**config.mk**
```make
export PLATFORM = sky130hd
export DESIGN_NAME = matrix_loop_ctrl
export DESIGN_NICKNAME = d
export VERILOG_FILES = /design/src/rtl/matrix_loop_ctrl_pkg.sv /design/src/rtl/matrix_loop_ctrl_loop_counter.sv /design/src/rtl/matrix_loop_ctrl.sv
export SDC_FILE = /design/constraint.sdc
export NUM_CORES = 1
export LEC_CHECK = 0
export ABC_AREA = 1
export BUFFER_PORTS_ARGS = -buffer_cell sky130_fd_sc_hd__buf_2
export CELL_PAD_IN_SITES_DETAIL_PLACEMENT = 0
export CELL_PAD_IN_SITES_GLOBAL_PLACEMENT = 1
export CORE_UTILIZATION = 41
export DETAILED_ROUTE_END_ITERATION = 6
export HOLD_SLACK_MARGIN = 0.1
export PLACE_DENSITY = 0.91
export SLEW_MARGIN = 15
export SYNTH_ARGS = -nofsm -noshare
export SYNTH_HDL_FRONTEND = slang
export SYNTH_HIERARCHICAL = 1
export SYNTH_SLANG_ARGS = --single-unit
```
**constraint.sdc**
```tcl
create_clock -name i_clk -period 2.9 [get_ports i_clk]
set_input_delay 0.145 -clock i_clk [delete_from_list [all_inputs] [get_ports i_clk]]
set_output_delay 0.145 -clock i_clk [all_outputs]
set_load 0.02 [all_outputs]
```
**src/rtl/matrix_loop_ctrl_pkg.sv**
```systemverilog
// Shared definitions for the two-level (row/column) matrix sweep controller.
package matrix_loop_ctrl_pkg;

  localparam int DEFAULT_SIZE_ADDR = 8;

  typedef enum logic [2:0] {
    ST_IDLE  = 3'd0,
    ST_ISSUE = 3'd1,
    ST_WAIT  = 3'd2,
    ST_WRITE = 3'd3,
    ST_DONE  = 3'd4
  } state_e;

endpackage

```
**src/rtl/matrix_loop_ctrl_loop_counter.sv**
```systemverilog
// Index counter that counts 0..limit; wrap flags that the current value is the last one.
module loop_counter #(
  parameter int W = 8
) (
  input  logic         clk,
  input  logic         rst_n,
  input  logic         clear,
  input  logic         enable,
  input  logic [W-1:0] limit,
  output logic [W-1:0] count,
  output logic         wrap
);

  localparam logic [W-1:0] CNT_ONE = {{(W-1){1'b0}}, 1'b1};

  logic [W-1:0] count_q, count_d;

  assign wrap  = (count_q == limit);
  assign count = count_q;

  // Wrapping is compared against limit, never computed as limit+1, so an
  // all-ones limit cannot overflow.
  always_comb begin
    count_d = count_q;
    if (clear) begin
      count_d = '0;
    end else if (enable) begin
      count_d = wrap ? '0 : (count_q + CNT_ONE);
    end
  end

  always_ff @(posedge clk or negedge rst_n) begin
    if (!rst_n) begin
      count_q <= '0;
    end else begin
      count_q <= count_d;
    end
  end

endmodule

```
**src/rtl/matrix_loop_ctrl.sv**
```systemverilog
// Row/column sweep controller: issues one read per element, waits for the
// datapath result, strobes a write-back, then advances (i, j).
//
// Handshakes: the read request transfers on a cycle where o_rd_en and
// i_dp_ready are both high; o_rd_en holds until then. i_dp_valid is only
// sampled in WAIT. All outputs are flops or decodes of the state register.
module matrix_loop_ctrl
  import matrix_loop_ctrl_pkg::*;
#(
  parameter int SIZE_ADDR = DEFAULT_SIZE_ADDR
) (
  input  logic                 i_clk,
  input  logic                 i_rst_n,
  input  logic [SIZE_ADDR-1:0] i_num_rows,
  input  logic [SIZE_ADDR-1:0] i_num_cols,
  input  logic                 i_start,
  input  logic                 i_abort,
  input  logic                 i_dp_ready,
  input  logic                 i_dp_valid,
  output logic                 o_busy,
  output logic                 o_rd_en,
  output logic                 o_wr_en,
  output logic [SIZE_ADDR-1:0] o_idx_i,
  output logic [SIZE_ADDR-1:0] o_idx_j,
  output logic                 o_row_done,
  output logic                 o_done,
  output logic [2:0]           o_dbg_state
);

  localparam logic [SIZE_ADDR-1:0] IDX_ONE = {{(SIZE_ADDR-1){1'b0}}, 1'b1};

  state_e               state_q, state_d;
  logic [SIZE_ADDR-1:0] rows_q, rows_d;
  logic [SIZE_ADDR-1:0] cols_q, cols_d;
  logic                 row_done_q, row_done_d;

  logic                 idx_clr;
  logic                 row_en, col_en;
  logic                 row_wrap, col_wrap;
  logic [SIZE_ADDR-1:0] row_last, col_last;
  logic                 start_ok;

  assign row_last = rows_q - IDX_ONE;
  assign col_last = cols_q - IDX_ONE;
  assign start_ok = (i_num_rows != '0) && (i_num_cols != '0);

  loop_counter #(.W(SIZE_ADDR)) u_cnt_i (
    .clk    (i_clk),
    .rst_n  (i_rst_n),
    .clear  (idx_clr),
    .enable (row_en),
    .limit  (row_last),
    .count  (o_idx_i),
    .wrap   (row_wrap)
  );

  loop_counter #(.W(SIZE_ADDR)) u_cnt_j (
    .clk    (i_clk),
    .rst_n  (i_rst_n),
    .clear  (idx_clr),
    .enable (col_en),
    .limit  (col_last),
    .count  (o_idx_j),
    .wrap   (col_wrap)
  );

  always_comb begin
    state_d    = state_q;
    rows_d     = rows_q;
    cols_d     = cols_q;
    row_done_d = 1'b0;
    idx_clr    = 1'b0;
    row_en     = 1'b0;
    col_en     = 1'b0;
    if (i_abort && (state_q != ST_IDLE)) begin
      state_d = ST_IDLE;
    end else begin
      case (state_q)
        ST_IDLE: begin
          if (i_start) begin
            if (start_ok) begin
              rows_d  = i_num_rows;
              cols_d  = i_num_cols;
              idx_clr = 1'b1;
              state_d = ST_ISSUE;
            end else begin
              state_d = ST_DONE;
            end
          end
        end
        ST_ISSUE: if (i_dp_ready) state_d = ST_WAIT;
        ST_WAIT:  if (i_dp_valid) state_d = ST_WRITE;
        ST_WRITE: begin
          // On the final element both counters hold so the last indices stay visible.
          if (!col_wrap) begin
            col_en  = 1'b1;
            state_d = ST_ISSUE;
          end else if (!row_wrap) begin
            col_en     = 1'b1;
            row_en     = 1'b1;
            row_done_d = 1'b1;
            state_d    = ST_ISSUE;
          end else begin
            state_d = ST_DONE;
          end
        end
        ST_DONE: state_d = ST_IDLE;
        default: state_d = ST_IDLE;
      endcase
    end
  end

  always_ff @(posedge i_clk or negedge i_rst_n) begin
    if (!i_rst_n) begin
      state_q    <= ST_IDLE;
      rows_q     <= '0;
      cols_q     <= '0;
      row_done_q <= 1'b0;
    end else begin
      state_q    <= state_d;
      rows_q     <= rows_d;
      cols_q     <= cols_d;
      row_done_q <= row_done_d;
    end
  end

  assign o_busy      = (state_q != ST_IDLE);
  assign o_rd_en     = (state_q == ST_ISSUE);
  assign o_wr_en     = (state_q == ST_WRITE);
  assign o_done      = (state_q == ST_DONE);
  assign o_row_done  = row_done_q;
  assign o_dbg_state = state_q;

endmodule

```
==> results of run 1 <==
==> worst min-delay path by stage <==
stage / cells after the start / startpoint / slack (ns) / to
detailed placement: 1 / i_rst_n / 0.30 / rows_q[0]
global placement: 1 / i_rst_n / 0.29 / o_dbg_state[1]
CTS: 3 / i_num_rows[4] / 0.11 / rows_q[4]
finish: 3 / i_num_rows[4] / 0.12 / rows_q[4]
global route: 3 / i_num_rows[7] / 0.11 / rows_q[7]
floorplan: 0 / i_rst_n / -0.15 / cols_q[0]
==> final cells by class <==
cell class,count,area share
Sequential cell,36,0.298
Inverter,53,0.0682
Tap cell,75,0.0310
Multi-Input combinational cell,248,0.481
Clock buffer,8,0.0298
Timing Repair Buffer,52,0.0926
==> per-stage QoR <==
stage	hold slack, ns	worst slack (ns)
6_report	0.118	0.239
5_1_grt	0.112	0.00936
4_1_cts	0.114	0.0438
3_5_place_dp	0.300	0.0645
3_3_place_gp	0.292	0.209
2_1_floorplan	-0.151	0.294
==> logic make-up (layout without fill, tap and decap cells) <==
| group | after synthesis | after routing | synth area share |
|---|---|---|---|
| xor gates and xnor gates | 30 | 30 | 0.103 |
| buffers and inverters | 59 | 113 | 0.0967 |
| adders and majority gates | 4 | 4 | 0.0195 |
| DFF | 36 | 36 | 0.352 |
| and+or+nand+nor | 196 | 196 | 0.380 |
| AOI/OAI and AO/OA | 18 | 18 | 0.0498 |
==> repair_timing <==
item | 4_1_cts | 5_1_grt
setup buffers | 0 | 5
hold endpoints to repair | 36 | 0
hold buffers | 1 | 0
setup endpoints to repair | 0 | 10
resized for setup | 0 | 13
==> worst min-delay path: cells and delay by family <==
| family | cells | cell delay (ns) |
|---|---|---|
| simple gates | 2 | 0.12 |
| buf+inv | 1 | 0.11 |
==> power groups by stage <==
stage	logic (mW)	clock network, mW	registers [mW]
6_report	1.62	0.368	0.881
5_1_grt	1.84	0.398	0.911
4_1_cts	1.60	0.377	0.874
3_5_place_dp	1.59	0	0.882
3_3_place_gp	1.56	0	0.879
2_1_floorplan	1.24	0	0.920
==> routing by layer <==
layer	part of all wire	wire [um]	track usage	vias up
met1	0.51	2650	0.242	964
met3	0.042	219	0.0371	6
met2	0.44	2300	0.290	43
met5	0	0	0	-
met4	0.014	76	0.0589	0
li1	-	-	-	1175
==> state kept, by name (all words and copies together), names as in the netlist <==
register and flops:
cols_q 8, o_row_done 1, u_cnt_j/count 8, o_dbg_state 3, rows_q 8, u_cnt_i/count 8
==> placed cells by master, fill, tap and decap left out <==
cell / instances
sky130_fd_sc_hd__clkbuf_1: 2
sky130_fd_sc_hd__nor2_4: 7
sky130_fd_sc_hd__nor4_4: 1
sky130_fd_sc_hd__inv_2: 7
sky130_fd_sc_hd__nand2_4: 6
sky130_fd_sc_hd__ha_1: 3
sky130_fd_sc_hd__dfrtp_1: 36
sky130_fd_sc_hd__or2_2: 1
sky130_fd_sc_hd__clkbuf_8: 6
sky130_fd_sc_hd__a21oi_2: 10
sky130_fd_sc_hd__nand2_1: 97
sky130_fd_sc_hd__nor2_2: 5
sky130_fd_sc_hd__clkinv_4: 1
sky130_fd_sc_hd__nand3b_1: 2
sky130_fd_sc_hd__a21oi_1: 2
sky130_fd_sc_hd__xor2_2: 1
sky130_fd_sc_hd__ha_2: 1
sky130_fd_sc_hd__buf_2: 45
sky130_fd_sc_hd__dlygate4sd3_1: 1
sky130_fd_sc_hd__o21ai_1: 4
sky130_fd_sc_hd__nand3_2: 1
sky130_fd_sc_hd__inv_4: 1
sky130_fd_sc_hd__nor3_1: 5
sky130_fd_sc_hd__xnor2_2: 1
sky130_fd_sc_hd__buf_4: 6
sky130_fd_sc_hd__nand3_4: 1
sky130_fd_sc_hd__inv_1: 44
sky130_fd_sc_hd__xor2_1: 13
sky130_fd_sc_hd__xnor2_1: 15
sky130_fd_sc_hd__nor2_1: 26
sky130_fd_sc_hd__nand3_1: 18
sky130_fd_sc_hd__o21ai_0: 2
sky130_fd_sc_hd__nor3_2: 3
sky130_fd_sc_hd__nand2_2: 4
sky130_fd_sc_hd__nand4_1: 19
==> load_flow_metrics.sql, run 1 <==
INSERT INTO impl_metrics (metric_group, metric, value, unit) VALUES
('run_status', 'result_of_the_run', 'finished clean', ''),
('worst_setup_path', 'worstReg2RegEnd', 'u_cnt_i/count[5]', ''),
('global_routing', 'track_usage', '0.181', ''),
('synth', 'async_flop_share', '1.00', ''),
('final_layout', 'layout-drive-gt1-share', '0.272', ''),
('worst_setup_path', 'worstSetupStartpoint', 'cols_q[0]', ''),
('worst_setup_path', 'endpoint', 'u_cnt_i/count[5]', ''),
('synth', 'synth_area', '2560', 'um2'),
('final_layout', 'instances_no_fill', '472', ''),
('synth', 'yosys.cell_count.top_type', 'sky130_fd_sc_hd__nand2_1', ''),
('worst_setup_path', 'path_common_cell', 'sky130_fd_sc_hd__nor2_4', ''),
('synth', 'number_of_nets_in_the_synthesized_netlist', '369', ''),
('final_layout', 'num-fill-cells', '610', ''),
('pwr', 'sequentialPowerShare', '0.306', ''),
('detailed_routing', 'drt-vias-per-instance', '4.64', ''),
('die', 'fp.dieH', '81.0', 'um'),
('sta', 'hold_violations', '0', ''),
('detailed_routing', 'drt.antenna.violating_nets', '0', ''),
('die', 'initial_utilization', '0.430', ''),
('synth', 'sequential_element_share_of_the_synthesized_area', '0.352', ''),
('global_routing', 'antenna_found_initial', '0', ''),
('synth', 'synth_common_cells', '98 x sky130_fd_sc_hd__nand2_1, 48 x sky130_fd_sc_hd__inv_1, 36 x sky130_fd_sc_hd__dfrtp_1', ''),
('pwr', 'power.density', '949', 'nW/um2'),
('detailed_routing', 'detailedRoute.firstIterationViolations', '64', ''),
('die', 'die_width', '81.0', 'um'),
('synth', 'dominantRegCellSynth', 'sky130_fd_sc_hd__dfrtp_1', ''),
('sta', 'finalCriticalPeriod', '2.66', 'ns'),
('sta', 'timing_worst_slew_pin_value', '0.815', 'ns'),
('worst_setup_path', 'critical_path.reg2reg.startpoint', 'cols_q[0]', ''),
('final_layout', 'postLayoutCoreUtil', '0.508', ''),
('clock_tree', 'htree_num_levels', '2', ''),
('clock_tree', 'clkSlewWorstSetupHoldPaths', '0.07', 'ns'),
('worst_setup_path', 'worst_setup_path_start_kind', 'register', ''),
('sta', 'final-setup-viol-count', '0', ''),
('global_routing', 'grt_start_max_net_pins', '37', ''),
('worst_setup_path', 'critPathKind', 'reg2reg', ''),
('detailed_routing', 'drt_pass1_iterations', '4', ''),
('sta', 'maxSlewHeadroom', '0.457', ''),
('pwr', 'switching_power', '1.37', 'mW'),
('die', 'i_o_pin_cnt', '46', ''),
('pwr', 'fin_total_pwr', '2.87', 'mW'),
('synth', 'cell_accounting_for_the_most_synthesized_area', 'sky130_fd_sc_hd__dfrtp_1', ''),
('worst_setup_path', 'worstSetupPathDepth', '17', ''),
('die', 'core_region_area', '5960', 'um2'),
('sta', 'final.setup.tns', '0', 'ns'),
('die', 'placementRows', '28', ''),
('global_routing', 'first_global_vias', '2042', ''),
('worst_setup_path', 'required', '3.12', 'ns'),
('synth', 'synth.top_cells.by_area', 'sky130_fd_sc_hd__dfrtp_1 35%, sky130_fd_sc_hd__nand2_1 14%, sky130_fd_sc_hd__inv_1 7.0%, sky130_fd_sc_hd__xnor2_1 5.5%, sky130_fd_sc_hd__xor2_1 4.8%', ''),
('worst_setup_path', 'timing.reg2reg.worst_path_depth', '17', ''),
('clock_tree', 'clkSinkCount', '36', ''),
('detailed_routing', 'wl', '5.25', 'mm'),
('clock_tree', 'cts_tree', 'yes', ''),
('pwr', 'clkPwrFrac', '0.128', ''),
('hold_path', 'path_type_of_the_worst_min_delay_path', 'in2reg', ''),
('worst_setup_path', 'endpoint_kind', 'register', ''),
('detailed_routing', 'wl_per_cell', '11.1', 'um'),
('final_layout', 'syn2layout_area_growth', '18.2', '%'),
('clock_tree', 'clock_insertion_delay_worst_skew', '0.29', 'ns'),
('global_routing', 'grt_remaining_overflow', '0', ''),
('pwr', 'share_comb_of_total_power', '0.565', ''),
('place', 'port_buffers', '45', ''),
('sta', 'slew_violations', '0', ''),
('synth', 'number_of_flops_mapped_to_enable_cells_by_yosys', '0', ''),
('worst_setup_path', 'cp_cell_sequence', 'inv_2, ha_2, nand2_1, nor3_2, xor2_1, xnor2_1, nand2_1, nor2_4, nand2_4, inv_2, inv_1, nor4_4, nor2_4, nor2_4, nand3_2, xor2_2, a21oi_2', ''),
('place', 'dp.final_hpwl', '4.09', 'mm'),
('pwr', 'p_int', '1.50', 'mW'),
('place', 'dpl_cell_area', '2840', 'um2'),
('worst_setup_path', 'slowest_stage', 'sky130_fd_sc_hd__dfrtp_1', ''),
('sta', 'rsz_0062_raised_after_global_routing', 'false', ''),
('pwr', 'leakage_dissipation', '1.64', 'nW');
Power figures use the tool's default switching activity.
==> run 2: changes to the inputs <==
--- a/config.mk
+++ b/config.mk
@@ -5,14 +5,13 @@
 export SDC_FILE = /design/constraint.sdc
 export NUM_CORES = 1
 export LEC_CHECK = 0
-export ABC_AREA = 1
 export BUFFER_PORTS_ARGS = -buffer_cell sky130_fd_sc_hd__buf_2
 export CELL_PAD_IN_SITES_DETAIL_PLACEMENT = 0
 export CELL_PAD_IN_SITES_GLOBAL_PLACEMENT = 1
-export CORE_UTILIZATION = 41
+export CORE_UTILIZATION = 42
 export DETAILED_ROUTE_END_ITERATION = 6
 export HOLD_SLACK_MARGIN = 0.1
-export PLACE_DENSITY = 0.91
+export PLACE_DENSITY = 0.89
 export SLEW_MARGIN = 15
 export SYNTH_ARGS = -nofsm -noshare
 export SYNTH_HDL_FRONTEND = slang
==> run 2 against run 1 <==
Register-to-register slack worse by 0.15 ns. Combinational power down 59%. Largest cell class unchanged. Largest power group is now registers. Synthesized cell count shrank 38%. Sequential power decreased by 21%. Critical path type unchanged.
==> load_flow_metrics.sql, run 2 <==
INSERT INTO impl_metrics (metric_group, metric, value, unit) VALUES
('run_status', 'result_of_the_run', 'finished clean', ''),
('synth', 'async_flop_share', '1.00', ''),
('pwr', 'leakage_dissipation', '1.35', 'nW'),
('synth', 'sequential_element_share_of_the_synthesized_area', '0.410', ''),
('synth', 'cell_accounting_for_the_most_synthesized_area', 'sky130_fd_sc_hd__dfrtp_1', ''),
('place', 'pre_cts_ws', '-0.00648', 'ns'),
('worst_setup_path', 'required', '3.07', 'ns'),
('hold_path', 'min_path_cells', '2', ''),
('sta', 'timing_worst_slew_pin_value', '0.785', 'ns'),
('place', 'dp.final_hpwl', '3.40', 'mm'),
('place', 'globalplace.congestion', '0.789', ''),
('clock_tree', 'cts_tree', 'yes', ''),
('place', 'dpl_cell_area', '2560', 'um2'),
('sta', 'finalCriticalPeriod', '2.81', 'ns'),
('clock_tree', 'clkSinkCount', '36', ''),
('pwr', 'clkPwrFrac', '0.262', ''),
('worst_setup_path', 'path_buf_inv', '1', ''),
('pwr', 'share_comb_of_total_power', '0.360', ''),
('worst_setup_path', 'critPathKind', 'reg2reg', ''),
('detailed_routing', 'drt-vias-per-instance', '5.05', ''),
('final_layout', 'antenna_cells', '0', ''),
('die', 'placementRows', '25', ''),
('synth', 'synthDominantCellAreaShare', '0.410', ''),
('synth', 'avgSynthCellArea', '10.3', 'um2'),
('die', 'core_region_area', '4880', 'um2'),
('pwr', 'p_int', '1.23', 'mW'),
('final_layout', 'layout-drive-gt1-share', '0.349', ''),
('final_layout', 'most-common-layout-cells', '45 x sky130_fd_sc_hd__buf_2, 36 x sky130_fd_sc_hd__dfrtp_1, 26 x sky130_fd_sc_hd__xnor2_1', ''),
('synth', 'yosys.cell_count.top_type', 'sky130_fd_sc_hd__dfrtp_1', ''),
('sta', 'fin_skew', '0.00463', 'ns'),
('clock_tree', 'htree_num_levels', '2', ''),
('detailed_routing', 'wl', '4.72', 'mm'),
('place', 'port_buffers', '45', ''),
('synth', 'synth_cell_type_count', '35', ''),
('sta', 'final-setup-viol-count', '0', ''),
('final_layout', 'syn2layout_area_growth', '32.6', '%'),
('synth', 'synth-warning-count', '6', ''),
('detailed_routing', 'drt_pass1_iterations', '4', ''),
('sta', 'final.period_utilization', '0.969', ''),
('worst_setup_path', 'slowest_stage', 'sky130_fd_sc_hd__or4_4', ''),
('clock_tree', 'clock-root-buffer', 'sky130_fd_sc_hd__clkbuf_8', ''),
('pwr', 'fin_total_pwr', '1.83', 'mW'),
('synth', 'dominantRegCellSynth', 'sky130_fd_sc_hd__dfrtp_1', ''),
('pwr', 'power.density', '630', 'nW/um2'),
('sta', 'final.setup.tns', '0', 'ns'),
('synth', 'number_of_flops_mapped_to_enable_cells_by_yosys', '0', ''),
('detailed_routing', 'highest-signal-layer', 'met4', ''),
('synth', 'synthCells', '214', ''),
('detailed_routing', 'met3_length', '169', 'um'),
('detailed_routing', 'remaining_drc_errors', '0', ''),
('hold_path', 'path_type_of_the_worst_min_delay_path', 'in2reg', ''),
('sta', 'rsz_0062_raised_after_global_routing', 'true', ''),
('synth', 'synth.top_cells.by_area', 'sky130_fd_sc_hd__dfrtp_1 41%, sky130_fd_sc_hd__xnor2_1 10%, sky130_fd_sc_hd__mux2_4 5.5%, sky130_fd_sc_hd__mux2_2 4.6%, sky130_fd_sc_hd__xor2_1 4.4%', ''),
('pwr', 'power.share.switching', '0.329', ''),
('worst_setup_path', 'worstSetupPathDepth', '12', ''),
('final_layout', 'design.final.nets', '317', ''),
('die', 'initial_utilization', '0.450', ''),
('worst_setup_path', 'max_stage_delay', '0.57', 'ns'),
('synth', 'synth_common_cells', '36 x sky130_fd_sc_hd__dfrtp_1, 26 x sky130_fd_sc_hd__xnor2_1, 25 x sky130_fd_sc_hd__nor2_1', ''),
('clock_tree', 'clockBufferDepth', '2', ''),
('clock_tree', 'cts_buffers', '5', ''),
('clock_tree', 'clock_insertion_delay_worst_skew', '0.29', 'ns'),
('worst_setup_path', 'top_cell_family_by_delay_on_the_critical_path', 'simple AND/OR/NAND/NOR gates', ''),
('final_layout', 'final_common_cell', 'sky130_fd_sc_hd__buf_2', ''),
('detailed_routing', 'wl_met1', '2.23', 'mm'),
('global_routing', 'first_global_vias', '1663', ''),
('final_layout', 'post-route-cell-area', '2910', 'um2'),
('die', 'die_width', '74.3', 'um'),
('sta', 'slew_violations', '0', ''),
('die', 'die_area', '5520', 'um2'),
('synth', 'yosys_register_bits', '36', ''),
('worst_setup_path', 'worst_setup_path_start_kind', 'register', ''),
('detailed_routing', 'wl_per_cell', '13.2', 'um'),
('worst_setup_path', 'timing.reg2reg.worst_path_depth', '12', ''),
('global_routing', 'track_usage', '0.184', ''),
('global_routing', 'antenna_found_initial', '0', ''),
('detailed_routing', 'route.vias.total', '1813', ''),
('synth', 'synth_area', '2200', 'um2'),
('flow_run', 'max_cap_violations', '0', ''),
('detailed_routing', 'detailedRoute.firstIterationViolations', '87', ''),
('pwr', 'sequentialPowerShare', '0.378', ''),
('die', 'i_o_pin_cnt', '46', ''),
('global_routing', 'grt_first_pass_wirelength', '7.73', 'mm'),
('pwr', 'switching_power', '0.603', 'mW'),
('sta', 'maxSlewHeadroom', '0.476', ''),
('worst_setup_path', 'cp_cell_sequence', 'or4_4, nor4_4, xor2_1, xnor2_1, nand4_2, nor2_4, buf_6, nor2_4, o211ai_1, nor2_1, xnor2_1, nor2_1', ''),
('detailed_routing', 'wl_met2', '2.24', 'mm'),
('global_routing', 'grt_start_max_net_pins', '37', ''),
('sta', 'fmax', '0.356', 'GHz'),
('clock_tree', 'clkSlewWorstSetupHoldPaths', '0.07', 'ns'),
('sta', 'final.setup.worst_slack', '0.0903', 'ns'),
('pwr', 'max-vdd-ir-drop', '0.342', 'mV'),
('sta', 'final.hold.worst_slack', '0.113', 'ns'),
('detailed_routing', 'drt.antenna.violating_nets', '0', ''),
('synth', 'number_of_nets_in_the_synthesized_netlist', '240', ''),
('worst_setup_path', 'crit_path_max_fanout', '6', ''),
('final_layout', 'num-fill-cells', '436', ''),
('die', 'fp.dieH', '74.3', 'um'),
('global_routing', 'grt_remaining_overflow', '0', ''),
('sta', 'hold_violations', '0', ''),
('worst_setup_path', 'endpoint_kind', 'register', ''),
('worst_setup_path', 'timing.critical_path.arrival', '2.98', 'ns');
-- run 2: changes by cell type after synthesis, moves of 10 or more --
cell | before | now
sky130_fd_sc_hd__a21oi_2 | 10 | 0
sky130_fd_sc_hd__inv_1 | 48 | 17
sky130_fd_sc_hd__nand4_1 | 19 | 0
sky130_fd_sc_hd__nand2_1 | 98 | 19
sky130_fd_sc_hd__nand3_1 | 19 | 3
sky130_fd_sc_hd__xnor2_1 | 16 | 26
-- run 2: power groups by stage --
| stage | registers (mW) | clock network (mW) | logic, mW |
|---|---|---|---|
| 2_1_floorplan | 0.674 | 0 | 0.477 |
| 3_3_place_gp | 0.684 | 0 | 0.610 |
| 3_5_place_dp | 0.688 | 0 | 0.621 |
| 4_1_cts | 0.679 | 0.493 | 0.637 |
| 5_1_grt | 0.708 | 0.510 | 0.724 |
| 6_report | 0.694 | 0.481 | 0.660 |
-- run 2: per-layer routing --
layer	global-route usage	vias up
met5	0	-
met4	0.0734	0
met3	0.0339	9
met2	0.280	41
met1	0.260	870
li1	-	893
-- run 2: worst register-to-register path, cell delays in order, from the launching register on --
cell and delay [ns]:
sky130_fd_sc_hd__dfrtp_1 0.40, sky130_fd_sc_hd__or4_4 0.57, sky130_fd_sc_hd__nor4_4 0.27, sky130_fd_sc_hd__xor2_1 0.21, sky130_fd_sc_hd__xnor2_1 0.17, sky130_fd_sc_hd__nand4_2 0.15
sky130_fd_sc_hd__nor2_4 0.16, sky130_fd_sc_hd__buf_6 0.11, sky130_fd_sc_hd__nor2_4 0.04, sky130_fd_sc_hd__o211ai_1 0.26, sky130_fd_sc_hd__nor2_1 0.10, sky130_fd_sc_hd__xnor2_1 0.17
sky130_fd_sc_hd__nor2_1 0.07
-- run 2: final timing paths --
| path | start | end | slack [ns] |
|---|---|---|---|
| max in group asynchronous | i_rst_n | u_cnt_j/count[7] | 1.90 |
| min in group asynchronous | i_rst_n | rows_q[1] | 0.50 |
| setup / recovery | rows_q[2] | u_cnt_i/count[5] | 0.09 |
| hold / removal | i_num_cols[5] | cols_q[5] | 0.11 |
| setup reg to reg | rows_q[2] | u_cnt_i/count[5] | 0.09 |
| hold reg to reg | rows_q[7] | rows_q[7] | 0.54 |
-- run 2: cell type report --
cell class                      instances  area [um2]  share of cell area
Inverter                               17        63.8              0.0219
Clock inverter                          1        30.0              0.0103
Sequential cell                        36         901               0.309
Timing Repair Buffer                   72         467               0.160
Multi-Input combinational cell        159        1270               0.437
Tap cell                               67        83.8              0.0288
Clock buffer                            7        96.3              0.0331
-- run 2: timing repair --
action	in CTS	in global routing
endpoints found under the hold margin	50	0
setup buffers	0	4
gates resized for setup	1	13
endpoints found under the setup margin	1	13
pin swaps	0	11
hold buffers	14	0
-- run 2: logic make-up (layout without fill, tap and decap cells) --
kind of cell               after synthesis  in the layout  synth area share
muxes                                   17             17             0.101
xor gates and xnor gates                37             37             0.147
and+or+nand+nor                         75             75             0.186
adders and majority gates                4              4            0.0228
DFF                                     36             36             0.410
AOI/OAI and AO/OA                       26             26            0.0968
buffers and inverters                   19             97            0.0364
-- run 2: through the flow --
stage | cells | utilization
global route | 359 | 0.597
finish | 359 | 0.597
floorplan | 214 | -
CTS | 356 | 0.580
global placement | 334 | 0.526
detailed placement | 334 | 0.526
